--- src/rtl/qfas_pkg.sv ---
// Shared constants for the registered add/subtract leaf cell.
package qfas_pkg;

  localparam int DEFAULT_WIDTH = 4;

  typedef enum logic {
    OP_ADD = 1'b0,
    OP_SUB = 1'b1
  } op_e;

endpackage

--- src/rtl/quad_full_add_sub_if.sv ---
// Operand/result bundle for quad_full_add_sub; master drives operands, slave returns the registered result.
interface quad_full_add_sub_if import qfas_pkg::*; #(
  parameter int WIDTH = DEFAULT_WIDTH
);

  logic [WIDTH-1:0] a;
  logic [WIDTH-1:0] b;
  logic             sel;
  logic             ci;
  logic [WIDTH-1:0] y;
  logic             co;

  modport master (
    output a, b, sel, ci,
    input  y, co
  );

  modport slave (
    input  a, b, sel, ci,
    output y, co
  );

endinterface

--- src/rtl/quad_full_add_sub_full_adder.sv ---
// One-bit full adder cell; the ripple chain in quad_full_add_sub is built from these.
module full_adder (
  input  logic a,
  input  logic b,
  input  logic cin,
  output logic s,
  output logic cout
);

  assign s    = a ^ b ^ cin;
  assign cout = (a & b) | (cin & (a ^ b));

endmodule

--- src/rtl/quad_full_add_sub.sv ---
// Registered WIDTH-bit adder/subtractor: ripple of full adders feeding a one-cycle output register.
module quad_full_add_sub import qfas_pkg::*; #(
  parameter int WIDTH = DEFAULT_WIDTH
) (
  input  logic                 clk,
  input  logic                 rst,
  quad_full_add_sub_if.slave   bus
);

  logic [WIDTH-1:0] bx;
  logic [WIDTH-1:0] sum;
  logic [WIDTH:0]   c;
  logic [WIDTH-1:0] y_reg;
  logic             co_reg;
  logic             is_sub;

  // Subtract is A + ~B + ~CI; CO stays the raw chain carry (1 = no borrow).
  assign is_sub = (bus.sel == OP_SUB);
  assign bx     = bus.b ^ {WIDTH{is_sub}};
  assign c[0]   = bus.ci ^ is_sub;

  generate
    for (genvar gi = 0; gi < WIDTH; gi++) begin : g_chain
      full_adder u_fa (
        .a    (bus.a[gi]),
        .b    (bx[gi]),
        .cin  (c[gi]),
        .s    (sum[gi]),
        .cout (c[gi+1])
      );
    end
  endgenerate

  always_ff @(posedge clk) begin
    if (rst) begin
      y_reg  <= '0;
      co_reg <= 1'b0;
    end else begin
      y_reg  <= sum;
      co_reg <= c[WIDTH];
    end
  end

  assign bus.y  = y_reg;
  assign bus.co = co_reg;

endmodule

--- src/flat_wrapper.sv ---
// flat-port wrapper written by rule: the top's interface ports become plain ports
module quad_full_add_sub_flat import qfas_pkg::*;
#(
  parameter int WIDTH = DEFAULT_WIDTH
)
  (clk, rst, bus_a, bus_b, bus_sel, bus_ci, bus_y, bus_co);
  quad_full_add_sub_if #(.WIDTH(WIDTH)) bus_i ();
  input  logic clk;
  input  logic rst;
  input wire logic [$bits(bus_i.a)-1:0] bus_a;
  input wire logic [$bits(bus_i.b)-1:0] bus_b;
  input wire logic [$bits(bus_i.sel)-1:0] bus_sel;
  input wire logic [$bits(bus_i.ci)-1:0] bus_ci;
  output wire logic [$bits(bus_i.y)-1:0] bus_y;
  output wire logic [$bits(bus_i.co)-1:0] bus_co;
  assign bus_i.a = bus_a;
  assign bus_i.b = bus_b;
  assign bus_i.sel = bus_sel;
  assign bus_i.ci = bus_ci;
  assign bus_y = bus_i.y;
  assign bus_co = bus_i.co;
  quad_full_add_sub #(.WIDTH(WIDTH)) u_core (.clk(clk), .rst(rst), .bus(bus_i));
endmodule
--- config.mk ---
export PLATFORM = sky130hd
export DESIGN_NAME = quad_full_add_sub_flat
export DESIGN_NICKNAME = d
export VERILOG_FILES = /design/src/rtl/qfas_pkg.sv /design/src/rtl/quad_full_add_sub_if.sv /design/src/rtl/quad_full_add_sub_full_adder.sv /design/src/rtl/quad_full_add_sub.sv /design/src/flat_wrapper.sv
export SDC_FILE = /design/constraint.sdc
export NUM_CORES = 1
export LEC_CHECK = 0
export BUFFER_PORTS_ARGS = -buffer_cell sky130_fd_sc_hd__buf_4
export CORE_AREA = 2 2 39 41
export DETAILED_ROUTE_END_ITERATION = 6
export DIE_AREA = 0 0 41 43
export RECOVER_POWER = 25
export SLEW_MARGIN = 25
export SYNTH_ARGS = -nofsm -noshare
export SYNTH_HDL_FRONTEND = slang
export SYNTH_SLANG_ARGS = --single-unit
--- constraint.sdc ---
create_clock -name clk -period 3 [get_ports clk]
set_input_delay 0.3 -clock clk [delete_from_list [all_inputs] [get_ports clk]]
set_output_delay 0.3 -clock clk [all_outputs]
set_load 0.02 [all_outputs]
==> results of run 1 <==
==> cells by family (layout without fill, tap and decap cells) <==
logic type	after synthesis	count (layout)	synth area share, %
buffers and inverters	5	24	9.33
adders and majority gates	4	4	28.4
and+or+nand+nor	5	5	8.44
DFF	5	5	35.6
xor gates and xnor gates	5	5	18.2
==> layout by cell type, fill, tap and decap left out <==
master,count
clkbuf_4,3
xnor2_1,4
dfxtp_1,5
inv_1,4
buf_4,14
clkbuf_1,3
nor2_1,3
nor2b_1,2
xor2_2,1
fa_1,4
==> layout make-up <==
cell class | count | area share, %
clock buffer | 4 | 6.12
inverter | 4 | 3.50
multi-input combinational | 14 | 36.2
sequential | 5 | 23.3
tap | 16 | 4.66
timing repair buffer | 16 | 26.2
==> worst max-delay path, cell delays in order <==
cell	delay [ns]
buf_4	0.14
xnor2_1	0.15
fa_1	0.41
fa_1	0.39
fa_1	0.36
inv_1	0.08
fa_1	0.40
nor2b_1	0.13
==> per-layer routing <==
layer / track usage, % / wire [µm]
met1: 3.65 / 129
met2: 10.9 / 261
met5: 0 / 0
met3: 1.57 / 64
met4: 10.0 / 0
==> worst max path at each step <==
stage	slack, ns	to	startpoint	depth (start not counted)
after floorplan	0.62	u_core.bus.y[3]	bus_sel	8
after global placement	0.53	u_core.bus.y[3]	bus_sel	8
after detailed placement	0.48	u_core.bus.y[3]	bus_sel	8
after CTS	0.74	u_core.bus.y[3]	bus_sel	8
after global routing	0.66	u_core.bus.y[3]	bus_sel	8
final	0.75	u_core.bus.y[3]	bus_sel	8
==> power by group <==
| group | total (mW) | leakage (nW) | internal (mW) | switching (mW) |
|---|---|---|---|---|
| logic | 0.0703 | 0.145 | 0.0343 | 0.0360 |
| clock network | 0.0755 | 0.0150 | 0.0501 | 0.0254 |
| registers | 0.0798 | 0.0417 | 0.0775 | 0.00227 |
==> stage by stage <==
step | power (mW) | worst slack (ns)
floorplan | 0.124 | 0.620
global placement | 0.155 | 0.526
detailed placement | 0.157 | 0.480
CTS | 0.237 | 0.737
global route | 0.243 | 0.659
finish | 0.226 | 0.750
==> run metrics, run 1 <==
status complete, no violations; post-synthesis instance area between 200 and 300 µm²; cts repair resizes 0; clock buffers created by TritonCTS 3; kind of end point of the critical path flop; classification of the worst-slack hold path in -> reg; number of placement rows 14; count of maximum capacitance violations 0; post-synthesis cell type count 8; via count of the routed design slightly below 200; clock tree from TritonCTS yes; share of cells above drive strength 1 between 40% and 50%; Multi-input gate area around 160 µm²; post-detailed-routing wire length 456 µm; most used standard cells in the synthesized netlist dfxtp_1, fa_1, inv_1, xnor2_1, nor2_1; flops & latches, synth 5; most instantiated library cell after synthesis dfxtp_1; Synth warnings 0; kind of critical path in -> reg; Starting Density between 20% and 30%; kind of start point of the critical path input pin; number of buffers inserted by post-CTS setup repair 0; number of inserted filler cells in the final layout ~160; largest fanout on the critical path 5; GRT Residual Overflow 0; top area cells in the synthesized netlist dfxtp_1, fa_1, xnor2_1; DRC Markers 0; Area after DPL roughly 400 µm²; number of buffers inserted by hold repair at cts 0; antenna violations before repair 0; die boundary width just over 40 µm; count of flip-flops with a built-in enable after synthesis 0; number of hold violations in the final report 0; shortest period the worst path allows 2.25 ns; Yosys top cell area share 35.6%; max FFs per register 4; Die Y-Extent 43 µm; number of instances on the worst hold path 2; length of the first detailed-routing pass in iterations 1; full die area approximately 0.0018 mm²; syn avg cell area approximately 12 µm²; min-delay src rst; PD cells roughly 530 mW/mm²; number of global-route vias before repair ~200; number of failing setup endpoints in the final timing report 0; maximum clock rate 445 MHz; mean routed wirelength per cell 7.73 µm; Post-Route Hold Slack 0.244 ns; total global-route track usage 6.49%; setup repair after global routing missed its margin no; share of the cycle needed by the critical path after routing between 70 and 80%; Total Negative Setup Slacks 0 ns; Worst-Margin Slew between 0.2 and 0.25 ns; Synth async-reset ratio 0%; Primary FF master, synth dfxtp_1; first-pass GRT wire length roughly 670 µm; diodes inserted 0; via/cell ratio between 3 and 4; final weighted congestion in routability-driven placement between 0.6 and 0.7; number of placed I/O pins 17; library cell with the largest summed area after synthesis dfxtp_1; deepest level of the CTS H-tree 1; number of port buffers 16; first-iteration detailed-routing DRC count 0; instance count after placement with tap cells included between 50 and 60; Syn Nets 40; signed area change from the synthesized netlist to the final layout 52.4%; synthesized instance count 24; sequential cell area 100 µm²; cell at the root of the clock tree clkbuf_4; CP Data Arrival Time between 2 and 2.5 ns; data required time at the worst endpoint 3.13 ns; Clk pin slew, worst setup/hold paths 0.04 ns; total leakage power ~0.20 nW; clock tree buffer depth 2; highest ir drop seen on vdd around 100 µV; worst rel slew slack between 80 and 90%; terminating pin of the worst hold path u_core.bus.y[1]; TritonCTS sink count 5; antenna violation net count after detailed routing 0; post-route cell area approximately 430 µm²; max-slew violation count 0; number of nets in the final layout 60; maximum number of pins on one net before global-route repair 6; core area approximately 0.0014 mm²; post-layout instance count excluding filler cells between 50 and 60; final cell utilization of the core a little under a third; sequential-to-total area share from yosys stat 35.6%
Power figures use the tool's default switching activity.
==> inputs of run 2 (changes only) <==
- ABC_AREA: not set -> 1
- clock period: 3 -> 2.2 ns (I/O delays scaled with it)
==> run metrics, run 2 <==
status complete, no violations (unchanged); GRT Residual Overflow 0 (unchanged); length of the first detailed-routing pass in iterations 4 (was 1); count of flip-flops with a built-in enable after synthesis 0 (unchanged); final weighted congestion in routability-driven placement 0.696 (was 0.623); final cell utilization of the core 34.5% (was 31.0%); shortest period the worst path allows a little over 2 ns; setup repair after global routing missed its margin no (unchanged); die boundary width 41 µm (unchanged); post-placement worst setup slack -0.125 ns (was 0.480 ns); CP Data Arrival Time 2.20 ns (was 2.38 ns); Synth warnings 0 (unchanged); worst rel slew slack 83.5% (was 83.6%); endpoint of the worst setup timing path u_core.bus.y[3] (unchanged); share of the cycle needed by the critical path after routing between 90% and 100%; share of cells above drive strength 1 33.3% (was 41.9%); number of nets in the final layout 80 (was 60); full die area 0.00176 mm² (unchanged); number of port buffers 16 (unchanged); post-detailed-routing wire length 561 µm (was 456 µm); syn avg cell area 7.32 µm² (was 11.7 µm²); cell at the root of the clock tree clkbuf_4 (unchanged); antenna violation net count after detailed routing 0 (unchanged); top library cells by usage in the layout, fill and taps aside buf_4, nand2_1, inv_1 (was buf_4, dfxtp_1, xnor2_1, inv_1, fa_1); classification of the worst-slack hold path in -> reg (unchanged); post-synthesis cell type count 6 (was 8); max-slew violation count 0 (unchanged); number of buffers inserted by post-CTS setup repair 0 (unchanged); instance count after placement with tap cells included 75 (was 55); Synth async-reset ratio 0% (unchanged); Post-Route Hold Slack 0.170 ns (was 0.244 ns); Starting Density 21.7% (was 20.3%); deepest level of the CTS H-tree 1 (unchanged); core area 0.00138 mm² (unchanged); maximum number of pins on one net before global-route repair 6 (unchanged); cts repair resizes 0 (unchanged); synthesized instance count 41 (was 24); Clk pin slew, worst setup/hold paths 0.04 ns (about the same); kind of end point of the critical path flop (unchanged); sequential-to-total area share from yosys stat 33.3% (was 35.6%); number of hold violations in the final report 0 (unchanged); total global-route track usage 9.07% (was 6.49%); largest fanout on the critical path 4 (was 5); clock tree from TritonCTS yes (unchanged); Syn Nets 57 (was 40); highest ir drop seen on vdd 128 µV (was 99.9 µV); DP HPWL roughly 490 µm; number of failing setup endpoints in the final timing report 0 (unchanged); PD cells 634 mW/mm² (was 526 mW/mm²); maximum clock rate between 400 and 500 MHz; via/cell ratio 3.77 (was 3.37); count of maximum capacitance violations 0 (unchanged); top area cells in the synthesized netlist dfxtp_1, fa_1, nand2_1 (was dfxtp_1, fa_1, xnor2_1); most used standard cells in the synthesized netlist nand2_1, inv_1, dfxtp_1, nor2_1, fa_1 (was dfxtp_1, fa_1, inv_1, xnor2_1, nor2_1); Yosys top cell area share 33.3% (was 35.6%); kind of critical path in -> reg (unchanged); total leakage power 0.287 nW (was 0.202 nW); most instantiated library cell after synthesis nand2_1 (was dfxtp_1); Die Y-Extent 43 µm (unchanged); mean routed wirelength per cell 7.10 µm (was 7.73 µm); library cell with the largest summed area after synthesis dfxtp_1 (unchanged); first-iteration detailed-routing DRC count 3 (was 0); number of global-route vias before repair 279 (was 204); TritonCTS sink count 5 (unchanged); max FFs per register 4 (unchanged); number of placement rows 14 (unchanged); kind of start point of the critical path input pin (unchanged); via count of the routed design 298 (was 199); signed area change from the synthesized netlist to the final layout 59.2% (was 52.4%); post-route worst setup slack 0.138 ns (was 0.750 ns); first-pass GRT wire length 1.03 mm (was 669 µm); min-delay src rst (unchanged); beginning of the critical path bus_sel (unchanged); Worst-Margin Slew 0.248 ns (about the same); flops & latches, synth 5 (unchanged); number of placed I/O pins 17 (unchanged); post-synthesis instance area 300 µm² (was 282 µm²); DRC Markers 0 (unchanged); clock buffers created by TritonCTS 3 (unchanged); diodes inserted 0 (unchanged); Total Negative Setup Slacks 0 ns (unchanged); most common cell after layout, fill and taps aside buf_4 (unchanged); post-layout instance count excluding filler cells 79 (was 59); Primary FF master, synth dfxtp_1 (unchanged); data required time at the worst endpoint 2.34 ns (was 3.13 ns); number of buffers inserted by hold repair at cts 0 (unchanged); clock tree buffer depth 2 (unchanged); antenna violations before repair 0 (unchanged)
[run 2: cell types whose count changed after synthesis, sizes merged]
| cell | previous run | this run |
|---|---|---|
| nor2 | 3 | 5 |
| inv | 4 | 12 |
| xor2 | 1 | 0 |
| nand2 | 0 | 15 |
| xnor2 | 4 | 0 |
| nor2b | 2 | 0 |
| buf | 1 | 0 |
[run 2: area by class of cell]
cell class,instances,area [µm²]
Sequential cell,5,100
Multi-Input combinational cell,24,155
Timing Repair Buffer,18,131
Clock buffer,4,26.3
Inverter,12,45.0
Fill cell,151,906
Tap cell,16,20.0
[run 2: cell families after synthesis]
group | Yosys count | share of synthesized area [%]
and+or+nand+nor | 20 | 25.0
adders and majority gates | 4 | 26.7
buffers and inverters | 12 | 15.0
DFF | 5 | 33.3
[run 2: per-layer routing]
layer	vias to the layer above	global-route usage (%)	share of wire [%]
met4	0	10.0	5.0
met3	4	2.62	16
met5	-	0	0
met2	15	12.5	43
met1	124	9.77	36
li1	155	-	-
[run 2: power breakdown]
part | switching [mW] | internal, mW | total [mW]
Sequential | 0.00253 | 0.103 | 0.106
Clock | 0.0370 | 0.0685 | 0.106
Combinational | 0.0477 | 0.0437 | 0.0914
Total | 0.0873 | 0.216 | 0.303
[run 2: critical path: stages]
cell and delay (ns):
buf_4 0.10, inv_2 0.04, nand2_1 0.04, nand2_1 0.07, fa_1 0.41, fa_1 0.39
fa_1 0.36, inv_1 0.08, fa_1 0.40, inv_1 0.06, nor2_1 0.03
[run 2: worst min path at each step]
| stage | to | slack [ns] | cells after the start |
|---|---|---|---|
| after global placement | u_core.bus.y[1] | 0.42 | 2 |
| after CTS | u_core.bus.y[3] | 0.17 | 2 |
| final | u_core.bus.y[3] | 0.17 | 2 |
| after floorplan | u_core.bus.y[1] | 0.29 | 1 |
| after detailed placement | u_core.bus.y[3] | 0.42 | 2 |
| after global routing | u_core.bus.co | 0.17 | 2 |
[run 2: metrics by stage]
step / cell area [µm²] / total power [mW]
after floorplan: 300 / 0.157
after global placement: 455 / 0.200
after detailed placement: 455 / 0.203
after CTS: 482 / 0.310
after global routing: 478 / 0.335
final: 478 / 0.303
